**config.mk**
```make
export PLATFORM = sky130hd
export DESIGN_NAME = multicycle_ctrl
export DESIGN_NICKNAME = d
export VERILOG_FILES = /design/src/rtl/multicycle_ctrl.sv
export SDC_FILE = /design/constraint.sdc
export NUM_CORES = 1
export LEC_CHECK = 0
export CAP_MARGIN = 10
export CORE_MARGIN = 5
export CORE_UTILIZATION = 52
export CTS_CLUSTER_DIAMETER = 60
export CTS_CLUSTER_SIZE = 12
export DETAILED_ROUTE_END_ITERATION = 7
export HOLD_SLACK_MARGIN = 0.1
export PLACE_DENSITY = 0.81
export SYNTH_ARGS = -nofsm -noshare
export SYNTH_HDL_FRONTEND = slang
export SYNTH_SLANG_ARGS = --single-unit
```
**constraint.sdc**
```tcl
create_clock -name clk -period 2.9 [get_ports clk]
set_input_delay 0.58 -clock clk [delete_from_list [all_inputs] [get_ports clk]]
set_output_delay 0.58 -clock clk [all_outputs]
set_load 0.01 [all_outputs]
```
**src/rtl/multicycle_ctrl.sv**
```systemverilog
`default_nettype none
// multicycle_ctrl: IF/ID/EXE/MEM/WB sequencer driving the RFplusALU control inputs.
// Owns PC, IR and PSW {N,Z,C}; stalls in IF and MEM until MemReady.
module multicycle_ctrl #(
  parameter int unsigned     PC_W     = 16,
  parameter logic [PC_W-1:0] RESET_PC = '0
) (
  input  logic            clk,
  input  logic            Reset,
  input  logic [15:0]     Instr,
  input  logic            MemReady,
  input  logic            C,
  input  logic            Z,
  input  logic            N,
  output logic [PC_W-1:0] PC,
  output logic [10:0]     Ins,
  output logic            MemRd,
  output logic            MemWr,
  output logic            WBRF,
  output logic            WBresource,
  output logic            RBresource,
  output logic            OprandB,
  output logic            LI,
  output logic            ALUop,
  output logic            Flag,
  output logic            PSW_C,
  output logic            IllegalOp
);

  localparam logic [2:0] S_IF   = 3'd0;
  localparam logic [2:0] S_ID   = 3'd1;
  localparam logic [2:0] S_EXE  = 3'd2;
  localparam logic [2:0] S_MEM  = 3'd3;
  localparam logic [2:0] S_WB   = 3'd4;
  localparam logic [2:0] S_HALT = 3'd5;

  localparam logic [4:0] OP_ALU  = 5'b00000;
  localparam logic [4:0] OP_LHI  = 5'b00001;
  localparam logic [4:0] OP_LLI  = 5'b00010;
  localparam logic [4:0] OP_LDR  = 5'b00011;
  localparam logic [4:0] OP_STR  = 5'b00100;
  localparam logic [4:0] OP_B    = 5'b00101;
  localparam logic [4:0] OP_BZ   = 5'b00110;
  localparam logic [4:0] OP_HALT = 5'b11111;

  logic [2:0]      state_q, state_d;
  logic [PC_W-1:0] pc_q, pc_d;
  logic [15:0]     ir_q, ir_d;
  logic [2:0]      psw_q, psw_d;                 // {N,Z,C}
  logic [5:0]      ctrl_q, ctrl_d, ctrl_dec;     // {RBresource,OprandB,LI,ALUop,Flag,WBresource}
  logic [4:0]      opcode;
  logic            illegal;
  logic [PC_W-1:0] br_off;

  assign opcode = ir_q[15:11];
  assign br_off = {{(PC_W-8){ir_q[7]}}, ir_q[7:0]};

  always_comb begin
    ctrl_dec = 6'b000000;
    illegal  = 1'b0;
    case (opcode)
      OP_ALU:                ctrl_dec = {3'b000, ir_q[1:0], 1'b0};
      OP_LHI:                ctrl_dec = 6'b101000;
      OP_LLI:                ctrl_dec = 6'b000000;
      OP_LDR:                ctrl_dec = 6'b110001;
      OP_STR:                ctrl_dec = 6'b110000;
      OP_B, OP_BZ, OP_HALT:  ctrl_dec = 6'b000000;
      default:               illegal  = 1'b1;
    endcase
  end

  always_ff @(posedge clk or negedge Reset) begin
    if (!Reset) state_q <= S_IF;
    else        state_q <= state_d;
  end

  always_comb begin
    state_d = state_q;
    case (state_q)
      S_IF:  if (MemReady) state_d = S_ID;
      S_ID: begin
        if (opcode == OP_HALT) state_d = S_HALT;
        else if (illegal)      state_d = S_IF;
        else                   state_d = S_EXE;
      end
      S_EXE: begin
        case (opcode)
          OP_LDR, OP_STR: state_d = S_MEM;
          OP_B, OP_BZ:    state_d = S_IF;
          default:        state_d = S_WB;
        endcase
      end
      S_MEM: if (MemReady) state_d = (opcode == OP_LDR) ? S_WB : S_IF;
      S_WB:   state_d = S_IF;
      S_HALT: state_d = S_HALT;
      default: state_d = S_IF;
    endcase
  end

  always_comb begin
    MemRd     = 1'b0;
    MemWr     = 1'b0;
    WBRF      = 1'b0;
    IllegalOp = 1'b0;
    case (state_q)
      S_IF:  MemRd     = Reset;
      S_ID:  IllegalOp = illegal;
      S_MEM: begin
        MemRd = (opcode == OP_LDR);
        MemWr = (opcode == OP_STR);
      end
      S_WB:  WBRF      = 1'b1;
      default: ;
    endcase
  end

  // Decode fields latch on ID exit and clear whenever the FSM returns to IF or HALT.
  always_comb begin
    ir_d   = ir_q;
    pc_d   = pc_q;
    psw_d  = psw_q;
    ctrl_d = ctrl_q;
    if (state_q == S_IF && MemReady) begin
      ir_d = Instr;
      pc_d = pc_q + {{(PC_W-1){1'b0}}, 1'b1};
    end
    if (state_q == S_EXE) begin
      if (opcode == OP_ALU) psw_d = {N, Z, C};
      if (opcode == OP_B || (opcode == OP_BZ && psw_q[1])) pc_d = pc_q + br_off;
    end
    if (state_d == S_IF || state_d == S_HALT) ctrl_d = 6'b000000;
    else if (state_q == S_ID)                 ctrl_d = ctrl_dec;
  end

  always_ff @(posedge clk or negedge Reset) begin
    if (!Reset) begin
      pc_q   <= RESET_PC;
      ir_q   <= 16'h0000;
      psw_q  <= 3'b000;
      ctrl_q <= 6'b000000;
    end else begin
      pc_q   <= pc_d;
      ir_q   <= ir_d;
      psw_q  <= psw_d;
      ctrl_q <= ctrl_d;
    end
  end

  assign PC    = pc_q;
  assign Ins   = ir_q[10:0];
  assign PSW_C = psw_q[0];
  assign {RBresource, OprandB, LI, ALUop, Flag, WBresource} = ctrl_q;

endmodule
`default_nettype wire
```
==> metrics.yaml, run 1 <==
status:
  outcome: "finished clean"
power_and_ir_drop:
  irDropWorstVdd_mv: 0.607
  power_leakage_nw: 1.54
  power_per_cell_area_mw_per_mm2: 1200
clocking:
  cts_max_path_buffers: 2
  cts_tree: "yes"
  cts_root_buffer: "sky130_fd_sc_hd__clkbuf_8"
  clock_network_latency_to_the_later_pin_of_the_worst_skew_pair_ns: 0.29
  ctsHoldBuffers: 0
  cts_setup_buffers: 0
  h-tree-depth: 2
  postCtsResizedCells: 0
  cts_inserted_buffers: 5
  cts_sinks: 43
  cts.reportedPaths.clkPinSlew_ns: 0.08
detailed_routing:
  via_count: 2441
  route.detailed.wl_per_inst_um: 15.0
  drt_first_pass_iters: 4
  wl_mm: 6.54
  drt_first_iter_violations: 165
  drcViolationCount: 0
  via_density_per_instance: 5.60
  ant_nets: 0
setup_path:
  cp-start-kind: "register"
  critPathKind: "register to output pin"
  worstSetupEndpointType: "output pin"
  critPathRequiredTime_ns: 2.32
  timing.critical_path.fanout_max: 9
  arrival_ns: 2.22
cells_and_area:
  final_layout_size_suffix_gt1_share_pct: 9.07
  antenna_cells: 0
  most_common_cell_after_layout_fill_and_taps_aside: "sky130_fd_sc_hd__clkdlybuf4s50_1"
  area.growth.synth_to_final_pct: 22.6
  nets: 402
  mostFrequentLayoutCells: "sky130_fd_sc_hd__clkdlybuf4s50_1, sky130_fd_sc_hd__dfrtp_1, sky130_fd_sc_hd__nand2_1"
timing:
  timing.fmax_ghz: 0.358
  timing_hold_violations_final: 0
  max_slew_headroom_pct: 63.1
  worst_clk_skew_ns: 0.0106
  finalSetupViolCount: 0
  holdWs_ns: 0.404
  unrepaired_setup_endpoints_after_global_routing: "no"
  finalCritPeriodShare_pct: 96.4
  worst_pin_slew_ns: 0.549
  fin_tns_setup_ns: 0
  final.min_clock_period_ns: 2.80
  report.final.slew_viol_count: 0
global_routing:
  first_global_vias: 2421
  grt_max_degree: 44
  number_of_antenna_violations_at_the_first_check_in_global_routing: 0
  globalRoute.totalOverflow: 0
  groute.usage.overall_pct: 18.8
  grt_pass1_wl_mm: 11.2
placed_design:
  gp_routability_congestion: 0.871
  port_buffers: 58
  detailedPlacementHpwl_mm: 4.99
logic_synthesis:
  syn-num-nets: 352
  synthesized_area_sq_mm: 0.00290
  postSynthAreaPerCell_sq_um: 9.25
  synthArstFlopShare_pct: 100
  synth.ff_latch_count: 43
  synth_cell_type_count: 51
  netlist_instances: 313
  edff_count_synth: 0
  synth.yosys.seq_area_share_pct: 37.1
  yosys_warnings: 0
  yosys_most_used_dff: "sky130_fd_sc_hd__dfrtp_1"
floorplanning:
  design.portCount: 60
  floorplan.die.width_um: 84.6
  initial_utilization_pct: 52.9
  placeableCoreArea_sq_mm: 0.00547
  dieHeight_um: 84.6
  core.rowCount: 27
  dieArea_sq_mm: 0.00716
hold_path:
  worstHoldPathType: "input port to async pin"
flow_run:
  max_cap_violations: 0
-- cell usage after synthesis (2+ instances only) --
| cell | n | area share (%) |
|---|---|---|
| sky130_fd_sc_hd__and4_1 | 3 | 0.91 |
| sky130_fd_sc_hd__nor2_1 | 19 | 2.5 |
| sky130_fd_sc_hd__o21ai_1 | 3 | 0.52 |
| sky130_fd_sc_hd__o21ai_0 | 19 | 3.3 |
| sky130_fd_sc_hd__dfrtp_1 | 43 | 37 |
| sky130_fd_sc_hd__nand3_1 | 13 | 2.2 |
| sky130_fd_sc_hd__xor2_1 | 18 | 5.4 |
| sky130_fd_sc_hd__and3_1 | 4 | 0.86 |
| sky130_fd_sc_hd__or3_1 | 2 | 0.43 |
| sky130_fd_sc_hd__nor4_1 | 2 | 0.43 |
| sky130_fd_sc_hd__nand2_1 | 31 | 4.0 |
| sky130_fd_sc_hd__o211ai_1 | 2 | 0.52 |
| sky130_fd_sc_hd__nand2b_1 | 2 | 0.43 |
| sky130_fd_sc_hd__clkbuf_1 | 6 | 0.78 |
| sky130_fd_sc_hd__a31oi_1 | 2 | 0.43 |
| sky130_fd_sc_hd__mux2i_1 | 5 | 1.7 |
| sky130_fd_sc_hd__a21oi_1 | 24 | 4.1 |
| sky130_fd_sc_hd__and2_1 | 2 | 0.43 |
| sky130_fd_sc_hd__nand4_1 | 4 | 0.86 |
| sky130_fd_sc_hd__nor3_1 | 7 | 1.2 |
| sky130_fd_sc_hd__a22o_1 | 2 | 0.60 |
| sky130_fd_sc_hd__nand3b_1 | 2 | 0.52 |
| sky130_fd_sc_hd__xnor2_1 | 7 | 2.1 |
| sky130_fd_sc_hd__a21o_1 | 8 | 2.1 |
| sky130_fd_sc_hd__buf_4 | 12 | 3.1 |
| sky130_fd_sc_hd__o21a_1 | 4 | 1.0 |
| sky130_fd_sc_hd__a31o_2 | 2 | 0.60 |
| sky130_fd_sc_hd__inv_1 | 11 | 1.4 |
| sky130_fd_sc_hd__nor2b_1 | 2 | 0.43 |
| sky130_fd_sc_hd__a211oi_1 | 3 | 0.78 |
| sky130_fd_sc_hd__ha_1 | 16 | 6.9 |
| sky130_fd_sc_hd__mux2_2 | 14 | 5.4 |
-- cell families after synthesis --
kind of cell | Yosys count | synth area share (%)
AND/OR/NAND/NOR | 99 | 17.6
AO/OA/AOI/OAI | 79 | 17.1
flip-flops | 43 | 37.1
buffers and inverters | 31 | 5.87
XOR/XNOR | 25 | 7.56
multiplexers | 19 | 7.17
adder cells (fa/ha/maj) | 17 | 7.60
-- routing by layer --
metal	track usage [%]	routed length [um]	share of wire (%)
met1	24.3	3040	46
met3	3.24	278	4.3
met4	4.32	38	0.58
met5	0	0	0
met2	32.7	3190	49
-- path summary, 6_finish.rpt --
| path | from | end | slack [ns] | depth (start not counted) |
|---|---|---|---|---|
| max | state_q[1]$_DFF_PN0_ | IllegalOp | 0.10 | 3 |
| min | Reset | state_q[1]$_DFF_PN0_ | 0.40 | 2 |
| max reg2reg | PC[0]$_DFF_PN0_ | PC[12]$_DFF_PN0_ | 0.49 | 9 |
| min reg2reg | PC[15]$_DFF_PN0_ | PC[15]$_DFF_PN0_ | 0.48 | 1 |
| max in group asynchronous | Reset | PC[13]$_DFF_PN0_ | 2.12 | 2 |
| min in group clk | PC[15]$_DFF_PN0_ | PC[15]$_DFF_PN0_ | 0.48 | 1 |
-- critical path, cell delays in order (launching register included) --
cell and delay (ns):
sky130_fd_sc_hd__dfrtp_1 0.50, sky130_fd_sc_hd__or3b_2 0.61, sky130_fd_sc_hd__a211oi_1 0.24, sky130_fd_sc_hd__clkdlybuf4s50_1 0.57
-- metrics by stage --
stage	cell area (sq um)	setup WS [ns]	util, %	total power, W	cells
floorplan	2900	0.770	-	0.00311	313
global placement	3470	0.389	63.4	0.00382	428
detailed placement	3470	0.328	63.4	0.00388	428
CTS	3550	0.0925	64.9	0.00426	436
global route	3550	0.0272	64.9	0.00463	436
finish	3550	0.105	64.9	0.00426	436
-- area by class of cell --
class / count / area, sq um
well taps: 72 / 90.1
clock inverters: 1 / 5.00
multi-input cells: 239 / 1650
flip-flops and latches: 43 / 1080
inverters: 11 / 41.3
clock buffers: 7 / 76.3
fillers: 463 / 1920
repair buffers: 63 / 613
-- report_power, final --
group	internal [W]	leakage, nW	switching (W)
Clock	0.000169	0.0422	0.000190
Sequential	0.000846	0.514	0.000335
Combinational	0.00134	0.981	0.00137
-- state kept, by name, indices dropped and copies added (netlist names) --
name     flops
psw_q        2
ctrl_q       6
state_q      3
PC          16
ir_q        16
Note: power is estimated with default switching activity, not from simulation.
==> run 2, diff against run 1 <==
Settings changed: CTS_CLUSTER_SIZE 12 to 24.
==> results of run 2 <==
No change in the layout: final DEF, timing and power equal those of run 1.
